File: src/rtl/reg_file_pkg.sv
// reg_file_pkg: shared FSM state type, depth helper and default register file geometry
package reg_file_pkg;
    typedef enum logic {CLEAR, READY} rf_state_t;
    localparam int W_DEF  = 8;
    localparam int PW_DEF = 4;
    localparam int NR_DEF = 2;
    function automatic int rf_depth(input int pw);
        return 1 << pw;
    endfunction
    localparam int DEPTH_DEF = rf_depth(PW_DEF);
endpackage

File: src/rtl/reg_file_mp_if.sv
// reg_file_mp_if: decode/writeback-facing bus of the multi-port register file
interface reg_file_mp_if #(
    parameter int W  = reg_file_pkg::W_DEF,
    parameter int PW = reg_file_pkg::PW_DEF,
    parameter int NR = reg_file_pkg::NR_DEF
);
    logic              wr_en;
    logic [PW-1:0]     wr_addr;
    logic [W-1:0]      dat_in;
    logic [NR*PW-1:0]  rd_addr;
    logic [NR*W-1:0]   rd_data;
    logic              clr_req;
    logic              busy;
    logic [(1<<PW)-1:0] valid;
    logic              wr_drop;

    modport master (
        output wr_en, wr_addr, dat_in, rd_addr, clr_req,
        input  rd_data, busy, valid, wr_drop
    );
    modport slave (
        input  wr_en, wr_addr, dat_in, rd_addr, clr_req,
        output rd_data, busy, valid, wr_drop
    );
endinterface

File: src/rtl/reg_file_mp_clear_ctrl.sv
// rf_clear_ctrl: CLEAR/READY FSM and sweep counter that zeroes every entry after reset or clr_req
module rf_clear_ctrl
    import reg_file_pkg::*;
#(
    parameter int PW = PW_DEF
) (
    input  logic          clk,
    input  logic          rst_n,
    input  logic          clr_req,
    output logic          busy,
    output logic          clr_we,
    output logic [PW-1:0] clr_addr
);
    localparam logic [PW:0] LAST = (PW+1)'(rf_depth(PW) - 1);

    rf_state_t   state, state_nxt;
    logic [PW:0] cnt, cnt_nxt;

    // state and sweep counter registers; reset restarts the sweep from entry 0
    always_ff @(posedge clk) begin
        if (!rst_n) begin
            state <= CLEAR;
            cnt   <= '0;
        end else begin
            state <= state_nxt;
            cnt   <= cnt_nxt;
        end
    end

    // a clear request restarts the sweep from any state; the last entry hands over to READY
    always_comb begin
        state_nxt = state;
        cnt_nxt   = cnt;
        if (clr_req) begin
            state_nxt = CLEAR;
            cnt_nxt   = '0;
        end else if (state == CLEAR) begin
            state_nxt = (cnt == LAST) ? READY : CLEAR;
            cnt_nxt   = (cnt == LAST) ? '0 : cnt + 1'b1;
        end
    end

    assign busy     = (state == CLEAR);
    assign clr_we   = busy && rst_n;
    assign clr_addr = cnt[PW-1:0];
endmodule

File: src/rtl/reg_file_mp.sv
// reg_file_mp: parametrised NR-read/1-write register file with clear sweep and written-valid bitmap
// Optional write-to-read forwarding is enabled by defining REG_FILE_BYPASS_EN.
module reg_file_mp
    import reg_file_pkg::*;
#(
    parameter int W  = W_DEF,
    parameter int PW = PW_DEF,
    parameter int NR = NR_DEF
) (
    input logic         clk,
    input logic         rst_n,
    reg_file_mp_if.slave bus
);
    localparam int DEPTH = rf_depth(PW);

    logic [W-1:0]     core [DEPTH];
    logic [DEPTH-1:0] valid_q;
    logic             wr_drop_q;
    logic             busy;
    logic             clr_we;
    logic [PW-1:0]    clr_addr;
    logic             wr_fire;

    rf_clear_ctrl #(.PW(PW)) u_clr (
        .clk      (clk),
        .rst_n    (rst_n),
        .clr_req  (bus.clr_req),
        .busy     (busy),
        .clr_we   (clr_we),
        .clr_addr (clr_addr)
    );

    // a write lands only in READY and loses to a simultaneous clear request
    assign wr_fire = rst_n && !busy && bus.wr_en && !bus.clr_req;

    // storage: the sweep zeroes one entry per cycle, otherwise the writeback port writes
    always_ff @(posedge clk) begin
        if (clr_we)
            core[clr_addr] <= '0;
        else if (wr_fire)
            core[bus.wr_addr] <= bus.dat_in;
    end

    // valid bitmap tracks writes since the last clear; wr_drop latches writes lost to the sweep
    always_ff @(posedge clk) begin
        if (!rst_n) begin
            valid_q   <= '0;
            wr_drop_q <= 1'b0;
        end else begin
            if (bus.clr_req)
                valid_q <= '0;
            else if (wr_fire)
                valid_q[bus.wr_addr] <= 1'b1;
            if (busy && bus.wr_en)
                wr_drop_q <= 1'b1;
        end
    end

    for (genvar i = 0; i < NR; i++) begin : g_rd
        logic [PW-1:0] ra;
        logic [W-1:0]  rd;
        assign ra = bus.rd_addr[i*PW +: PW];
`ifdef REG_FILE_BYPASS_EN
        assign rd = (bus.wr_en && ra == bus.wr_addr) ? bus.dat_in : core[ra];
`else
        assign rd = core[ra];
`endif
        assign bus.rd_data[i*W +: W] = busy ? '0 : rd;
    end

    assign bus.busy    = busy;
    assign bus.valid   = valid_q;
    assign bus.wr_drop = wr_drop_q;
endmodule

File: src/flat_wrapper.sv
// flat-port wrapper written by rule: the top's interface ports become plain ports
module reg_file_mp_flat import reg_file_pkg::*;
#(
    parameter int W  = W_DEF,
    parameter int PW = PW_DEF,
    parameter int NR = NR_DEF
)
  (clk, rst_n, bus_wr_en, bus_wr_addr, bus_dat_in, bus_rd_addr, bus_clr_req, bus_rd_data, bus_busy, bus_valid, bus_wr_drop);
  reg_file_mp_if #(.W(W), .PW(PW), .NR(NR)) bus_i ();
  input logic clk;
  input logic rst_n;
  input wire logic [$bits(bus_i.wr_en)-1:0] bus_wr_en;
  input wire logic [$bits(bus_i.wr_addr)-1:0] bus_wr_addr;
  input wire logic [$bits(bus_i.dat_in)-1:0] bus_dat_in;
  input wire logic [$bits(bus_i.rd_addr)-1:0] bus_rd_addr;
  input wire logic [$bits(bus_i.clr_req)-1:0] bus_clr_req;
  output wire logic [$bits(bus_i.rd_data)-1:0] bus_rd_data;
  output wire logic [$bits(bus_i.busy)-1:0] bus_busy;
  output wire logic [$bits(bus_i.valid)-1:0] bus_valid;
  output wire logic [$bits(bus_i.wr_drop)-1:0] bus_wr_drop;
  assign bus_i.wr_en = bus_wr_en;
  assign bus_i.wr_addr = bus_wr_addr;
  assign bus_i.dat_in = bus_dat_in;
  assign bus_i.rd_addr = bus_rd_addr;
  assign bus_i.clr_req = bus_clr_req;
  assign bus_rd_data = bus_i.rd_data;
  assign bus_busy = bus_i.busy;
  assign bus_valid = bus_i.valid;
  assign bus_wr_drop = bus_i.wr_drop;
  reg_file_mp #(.W(W), .PW(PW), .NR(NR)) u_core (.clk(clk), .rst_n(rst_n), .bus(bus_i));
endmodule
File: config.mk
export PLATFORM = sky130hd
export DESIGN_NAME = reg_file_mp_flat
export DESIGN_NICKNAME = d
export VERILOG_FILES = /design/src/rtl/reg_file_pkg.sv /design/src/rtl/reg_file_mp_if.sv /design/src/rtl/reg_file_mp_clear_ctrl.sv /design/src/rtl/reg_file_mp.sv /design/src/flat_wrapper.sv
export SDC_FILE = /design/constraint.sdc
export NUM_CORES = 1
export LEC_CHECK = 0
export BUFFER_PORTS_ARGS = -buffer_cell sky130_fd_sc_hd__clkbuf_2
export CORE_ASPECT_RATIO = 0.8
export CORE_MARGIN = 4
export CORE_UTILIZATION = 59
export DETAILED_ROUTE_END_ITERATION = 10
export PLACE_DENSITY = 0.76
export SLEW_MARGIN = 20
export SYNTH_ARGS = -nofsm -noshare
export SYNTH_HDL_FRONTEND = slang
export SYNTH_SLANG_ARGS = --single-unit
File: constraint.sdc
create_clock -name clk -period 4.9 [get_ports clk]
set_input_delay 0.735 -clock clk [delete_from_list [all_inputs] [get_ports clk]]
set_output_delay 0.735 -clock clk [all_outputs]
set_load 0.01 [all_outputs]
==> flow_metrics.py, run 1 <==
metrics = {
    "route": {
        "drt.antenna.violating_nets": 0,
        "wirelength_um": 17700,
        "num_vias": 4706,
        "drcViolationCount": 0,
        "drtIter0Drc": 529,
        "vias_per_cell": 6.83,
        "first_pass_iters": 5,
        "routedWlPerCell_um": 25.8,
    },
    "place": {
        "dpl_cell_area_um2": 7410,
        "dp_cells": 657,
        "pre_cts_ws_ns": 1.40,
        "port_buffers": 57,
        "dp_hpwl_um": 11800,
        "gp_congestion": 0.841,
    },
    "run_status": {
        "outcome": "complete, no violations",
    },
    "timing": {
        "setup_ws_ns": 1.40,
        "fin_skew_ns": 0.00532,
        "slew_viol_final": 0,
        "period_share_pct": 71.5,
        "finalCriticalPeriod_ns": 3.50,
        "rsz0062_at_grt": "no",
        "setup_violations": 0,
        "fmax_mhz": 286,
        "hold_viol_final": 0,
        "tns_ns": 0,
        "slew-limit-headroom_pct": 23.1,
        "worst_slew_pin_slew_ns": 1.15,
    },
    "layout": {
        "diodes": 0,
        "instances_no_fill": 689,
        "syn2layout_area_growth_pct": 14.6,
        "fillers": 805,
        "regArea_um2": 4300,
        "multi_input_area_um2": 2560,
        "drive_gt1_share_pct": 24.2,
        "nNetsFinal": 553,
        "fin_area_um2": 8050,
    },
    "synth": {
        "yosys.area_share.simple_pct": 6.68,
        "async_flop_share_pct": 0,
        "synth_top_area_share_pct": 54.7,
        "synth_xor_area_share_pct": 0,
        "avgSynthCellArea_um2": 15.0,
        "synthAdderAreaFrac_pct": 0.178,
        "ys_types": 37,
        "synth_compound_area_share_pct": 8.30,
        "synth_top_family_by_area": "multiplexers",
        "synth_mux_area_share_pct": 21.2,
        "synth-edff-count": 128,
        "synth_area_um2": 7030,
        "synth_ff_type": "edfxtp_1",
        "yosysMostFrequentCell": "edfxtp_1",
        "synth_area_leaders": "edfxtp_1 55%, mux4_2 10%, mux2i_1 9.4%",
        "ys_seq_area_share_pct": 61.3,
        "syn_nets": 494,
        "synth_area_leader_cell": "edfxtp_1",
        "syn_inst": 469,
        "synth_common_cells": "128 x edfxtp_1, 66 x mux2i_1, 44 x nor2_1, 32 x mux4_2, 28 x a22oi_1",
        "synth_seq_cells": 151,
        "yosys_warnings": 0,
    },
    "power_and_ir_drop": {
        "power.total_mw": 2.90,
        "power-per-cell-area_nw_per_um2": 361,
        "ir_drop_mv": 0.360,
        "power_leakage_nw": 3.15,
    },
    "worst_setup_path": {
        "r2r-end": "u_core.core[11][3]",
        "slowest_delay_ns": 0.69,
        "worstPathCellList": "clkbuf_2 > buf_4 > mux4_2 > mux2i_1 > o22ai_1 > clkbuf_2",
        "slowest_stage": "clkbuf_2",
        "rrSetupSlack_ns": 1.88,
        "r2r.worst_path.cells": 5,
        "start_kind": "input pin",
        "crit_type": "input pin to output port",
        "crit_top_cell": "clkbuf_2",
        "r2r_start": "u_core.u_clr.state",
        "cp-end-kind": "output port",
        "path_max_fanout": 25,
        "crit_arrival_ns": 2.77,
        "cp_data_required_time_ns": 4.16,
    },
    "clocking": {
        "post_cts_buffers": 0,
        "clock_latency_ns": 0.41,
        "cts.path.max_buffers": 2,
        "cts-resized-gates": 0,
        "cts.sinks": 151,
        "path_clk_slew_ns": 0.07,
        "hold_buffers": 0,
        "cts_buffers": 17,
        "tritoncts": "done",
        "cts_root_buffer": "clkbuf_16",
        "htreeDepth": 4,
    },
    "grt": {
        "antenna_found_initial": 0,
        "grt_max_degree": 28,
        "grt_pass1_wl_um": 27000,
        "grt_use_total_pct": 27.2,
        "grt_pass1_vias": 4630,
        "grt-ovfl-total": 0,
    },
    "floorplanning": {
        "die-height_um": 106,
        "ios": 58,
        "core_area_um2": 11600,
        "start_util_pct": 60.8,
        "die_w_um": 130,
        "core.rowCount": 35,
        "die-area_um2": 13700,
    },
    "worst_hold_path": {
        "hold_path.class": "register to register",
        "holdPathStages": 2,
        "worstHoldEndpoint": "u_core.u_clr.cnt[4]",
        "worstHoldStart": "u_core.u_clr.cnt[4]",
    },
    "job": {
        "maxCapViolCount": 0,
    },
}
logic make-up (layout without fill, tap and decap cells):
logic type	count (synthesis)	in the layout
muxes	102	102
and+or+nand+nor	97	97
DFF	151	151
buffers and inverters	32	104
adders and majority gates	1	1
AOI/OAI and AO/OA	86	86
layout make-up:
cell class,instances,share of cell area [%]
inverter,7,0.326
clock inverter,14,2.47
multi-input combinational,286,31.8
timing repair buffer,65,4.29
sequential,151,53.5
clock buffer,18,5.33
tap,148,2.30
worst max path at each step:
| stage | from | to | slack, ns | depth (start not counted) |
|---|---|---|---|---|
| after detailed placement | bus_rd_addr[4] | bus_rd_data[10] | 1.40 | 6 |
| after global placement | bus_rd_addr[4] | bus_rd_data[10] | 1.44 | 6 |
| after global routing | bus_rd_addr[4] | bus_rd_data[10] | 1.24 | 6 |
| after CTS | bus_rd_addr[4] | bus_rd_data[10] | 1.39 | 6 |
| final | bus_rd_addr[4] | bus_rd_data[10] | 1.40 | 6 |
| after floorplan | bus_rd_addr[4] | bus_rd_data[15] | 2.12 | 4 |
power by group:
part	leakage [nW]	switching, mW	internal, mW
logic	1.26	0.0833	0.0572
registers	1.59	0.00472	1.38
clock network	0.300	0.518	0.858
critical path, delay by kind of cell:
kind | cells | cell delay (ns)
AOI/OAI and AO/OA | 1 | 0.11
buffers and inverters | 3 | 1.17
muxes | 2 | 0.72
metal layers:
metal | vias up | GRT usage, % | wire length, um
met4 | 0 | 8.83 | 449
met3 | 41 | 8.51 | 1930
met5 | - | 0 | 0
met1 | 2353 | 37.0 | 6970
li1 | 2014 | - | -
met2 | 298 | 42.0 | 8400
cell usage in the layout (no fill, tap or decap), types with 7 or more instances in the layout:
master / count
a21oi_1: 18
a22oi_1: 28
and2_1: 11
buf_4: 8
clkbuf_16: 17
clkbuf_2: 56
dfxtp_1: 23
edfxtp_1: 128
inv_1: 7
mux2i_1: 66
mux4_2: 32
nand2_1: 13
nor2_1: 41
nor2b_1: 7
o211ai_1: 7
o21ai_0: 11
flip-flops by register name (all words and copies together), names as in the netlist:
signal,cells
u_core.bus.wr_drop,1
u_core.bus.valid,16
u_core.core,128
u_core.u_clr.state,1
u_core.u_clr.cnt,5
through the flow:
step / util, % / hold slack [ns]
2_1_floorplan: - / 0.426
3_3_place_gp: 64.1 / 0.437
3_5_place_dp: 64.1 / 0.460
4_1_cts: 69.5 / 0.472
5_1_grt: 69.6 / 0.498
6_report: 69.6 / 0.476
Power figures use the tool's default switching activity.
==> run 2, diff against run 1 <==
==> constraint.sdc (replaced) <==
create_clock -name clk -period 3.7 [get_ports clk]
set_input_delay 0.555 -clock clk [delete_from_list [all_inputs] [get_ports clk]]
set_output_delay 0.555 -clock clk [all_outputs]
set_load 0.01 [all_outputs]
==> run 2 against run 1 <==
Compared with the run above:
- worst setup slack worse by 0.79 ns
- combinational power is 33% higher
- via count increased by 0.15%
- global-route usage fell by 0.78 points
- register-to-register slack worse by 0.69 ns
- core utilization up 0.90 points
- clock skew increased by 0.0056 ns
- largest power group unchanged
- highest routed layer unchanged
==> flow_metrics.py, run 2 (synthesized netlist as in run 1, its figures left out) <==
metrics = {
    "run_status": {
        "outcome": "complete, no violations",
    },
    "timing": {
        "worst_slew_pin_slew_ns": 0.790,
        "fin_skew_ns": 0.0109,
        "tns_ns": 0,
        "slew-limit-headroom_pct": 47.3,
        "fmax_mhz": 323,
        "slew_viol_final": 0,
        "period_share_pct": 83.7,
        "rsz0062_at_grt": "no",
        "setup_violations": 0,
        "finalCriticalPeriod_ns": 3.10,
        "hold_viol_final": 0,
    },
    "place": {
        "dp_hpwl_um": 11800,
        "gp_congestion": 0.842,
        "port_buffers": 57,
    },
    "route": {
        "drcViolationCount": 0,
        "vias_per_cell": 6.67,
        "num_vias": 4713,
        "first_pass_iters": 5,
        "wirelength_um": 17300,
        "drt.antenna.violating_nets": 0,
        "drtIter0Drc": 513,
        "routedWlPerCell_um": 24.4,
    },
    "power_and_ir_drop": {
        "ir_drop_mv": 0.347,
        "internal-power_mw": 2.92,
        "switching_share_pct": 22.1,
        "p_clk_share_pct": 46.0,
        "power_frac_seq_pct": 49.0,
        "power_leakage_nw": 3.23,
        "p_sw_mw": 0.828,
        "power.share.combinational_pct": 5.0,
        "power-per-cell-area_nw_per_um2": 460,
    },
    "clocking": {
        "path_clk_slew_ns": 0.06,
        "tritoncts": "done",
        "post_cts_buffers": 0,
        "htreeDepth": 4,
        "hold_buffers": 0,
        "cts.path.max_buffers": 2,
        "cts_root_buffer": "clkbuf_16",
        "cts.sinks": 151,
        "cts-resized-gates": 0,
        "cts_buffers": 17,
        "clock_latency_ns": 0.42,
    },
    "layout": {
        "largest_register": "u_core.core",
        "drive_gt1_share_pct": 26.3,
        "post-route-util_pct": 70.5,
        "syn2layout_area_growth_pct": 16.0,
        "final_common_cell": "edfxtp_1",
        "regArea_um2": 4300,
        "multi_input_area_um2": 2550,
        "nNetsFinal": 571,
        "diodes": 0,
        "largest_register_ffs": 128,
        "fillers": 770,
        "final_cell_mix": "128 x edfxtp_1, 66 x mux2i_1, 56 x clkbuf_2",
    },
    "worst_setup_path": {
        "crit_type": "input pin to output port",
        "slowest_delay_ns": 0.53,
        "crit_top_cell": "clkbuf_2",
        "cp-end-kind": "output port",
        "slowest_stage": "clkbuf_2",
        "worstPathCellList": "clkbuf_2 > buf_4 > mux2i_1 > a21oi_1 > a22o_1 > a221o_1 > clkbuf_2",
        "start_kind": "input pin",
        "crit_arrival_ns": 2.54,
        "path_max_fanout": 20,
        "cp_data_required_time_ns": 3.14,
    },
    "floorplanning": {
        "core_area_um2": 11600,
        "start_util_pct": 60.8,
        "core.rowCount": 35,
        "ios": 58,
        "die-height_um": 106,
        "die-area_um2": 13700,
        "die_w_um": 130,
    },
    "grt": {
        "grt_use_total_pct": 26.4,
        "antenna_found_initial": 1,
        "grt_max_degree": 29,
        "grt_pass1_vias": 4802,
        "grt-ovfl-total": 0,
        "grt_pass1_wl_um": 26600,
    },
    "job": {
        "maxCapViolCount": 0,
    },
    "worst_hold_path": {
        "hold_path.class": "input pin to register",
    },
}
## run 2: cell count changes in the layout (fill, tap and decap cells not counted)
cell | before | now
buf_12 | 0 | 1
buf_4 | 8 | 25
bufinv_16 | 4 | 2
clkinv_1 | 1 | 0
clkinv_2 | 1 | 0
clkinv_4 | 3 | 2
clkinvlp_4 | 2 | 4
inv_6 | 2 | 5
nor2_1 | 41 | 44
nor2_2 | 3 | 0
## run 2: stage by stage
step / instance area (um2) / hold WS [ns] / setup slack (ns) / total power [mW] / std cells
global route: 8150 / 0.417 / 0.454 / 3.85 / 707
finish: 8150 / 0.406 / 0.604 / 3.75 / 707
detailed placement: 7560 / 0.450 / 0.602 / 2.06 / 675
floorplan: 7030 / 0.426 / 1.28 / 2.00 / 469
global placement: 7560 / 0.445 / 0.654 / 2.05 / 675
CTS: 8150 / 0.397 / 0.588 / 3.76 / 707
## run 2: power groups by stage
| stage | Sequential [mW] | Clock (mW) | Combinational, mW |
|---|---|---|---|
| floorplan | 1.87 | 0 | 0.130 |
| global placement | 1.87 | 0 | 0.181 |
| detailed placement | 1.87 | 0 | 0.184 |
| CTS | 1.83 | 1.74 | 0.185 |
| global route | 1.84 | 1.81 | 0.198 |
| finish | 1.84 | 1.72 | 0.186 |
## run 2: final cells by class
class | instances | area share [%]
clock buffer | 18 | 5.26
clock inverter | 14 | 2.00
inverter | 7 | 0.322
multi-input combinational | 286 | 31.3
sequential | 151 | 52.8
tap | 148 | 2.27
timing repair buffer | 83 | 6.05
## run 2: metal layers
layer  part of all wire, %  up-vias  global-route usage [%]
li1                      -     2046                       -
met1                    40     2349                    37.3
met2                    48      273                    40.1
met3                   9.1       45                    6.53
met4                   2.3        0                    9.72
met5                     0        -                       0
## run 2: worst paths after layout
path	endpoint	start	slack, ns	cells after the start
max	bus_rd_data[15]	bus_rd_addr[4]	0.60	7
min	u_core.bus.valid[13]	bus_wr_addr[0]	0.41	3
max reg2reg	u_core.core[10][6]	u_core.u_clr.state	1.19	5
min reg2reg	u_core.u_clr.cnt[4]	u_core.u_clr.cnt[4]	0.46	2
## run 2: critical path: cells and delay by family
family	cells	cell delay, ns
muxes	1	0.23
AOI/OAI and AO/OA	3	0.69
buffers and inverters	3	1.04
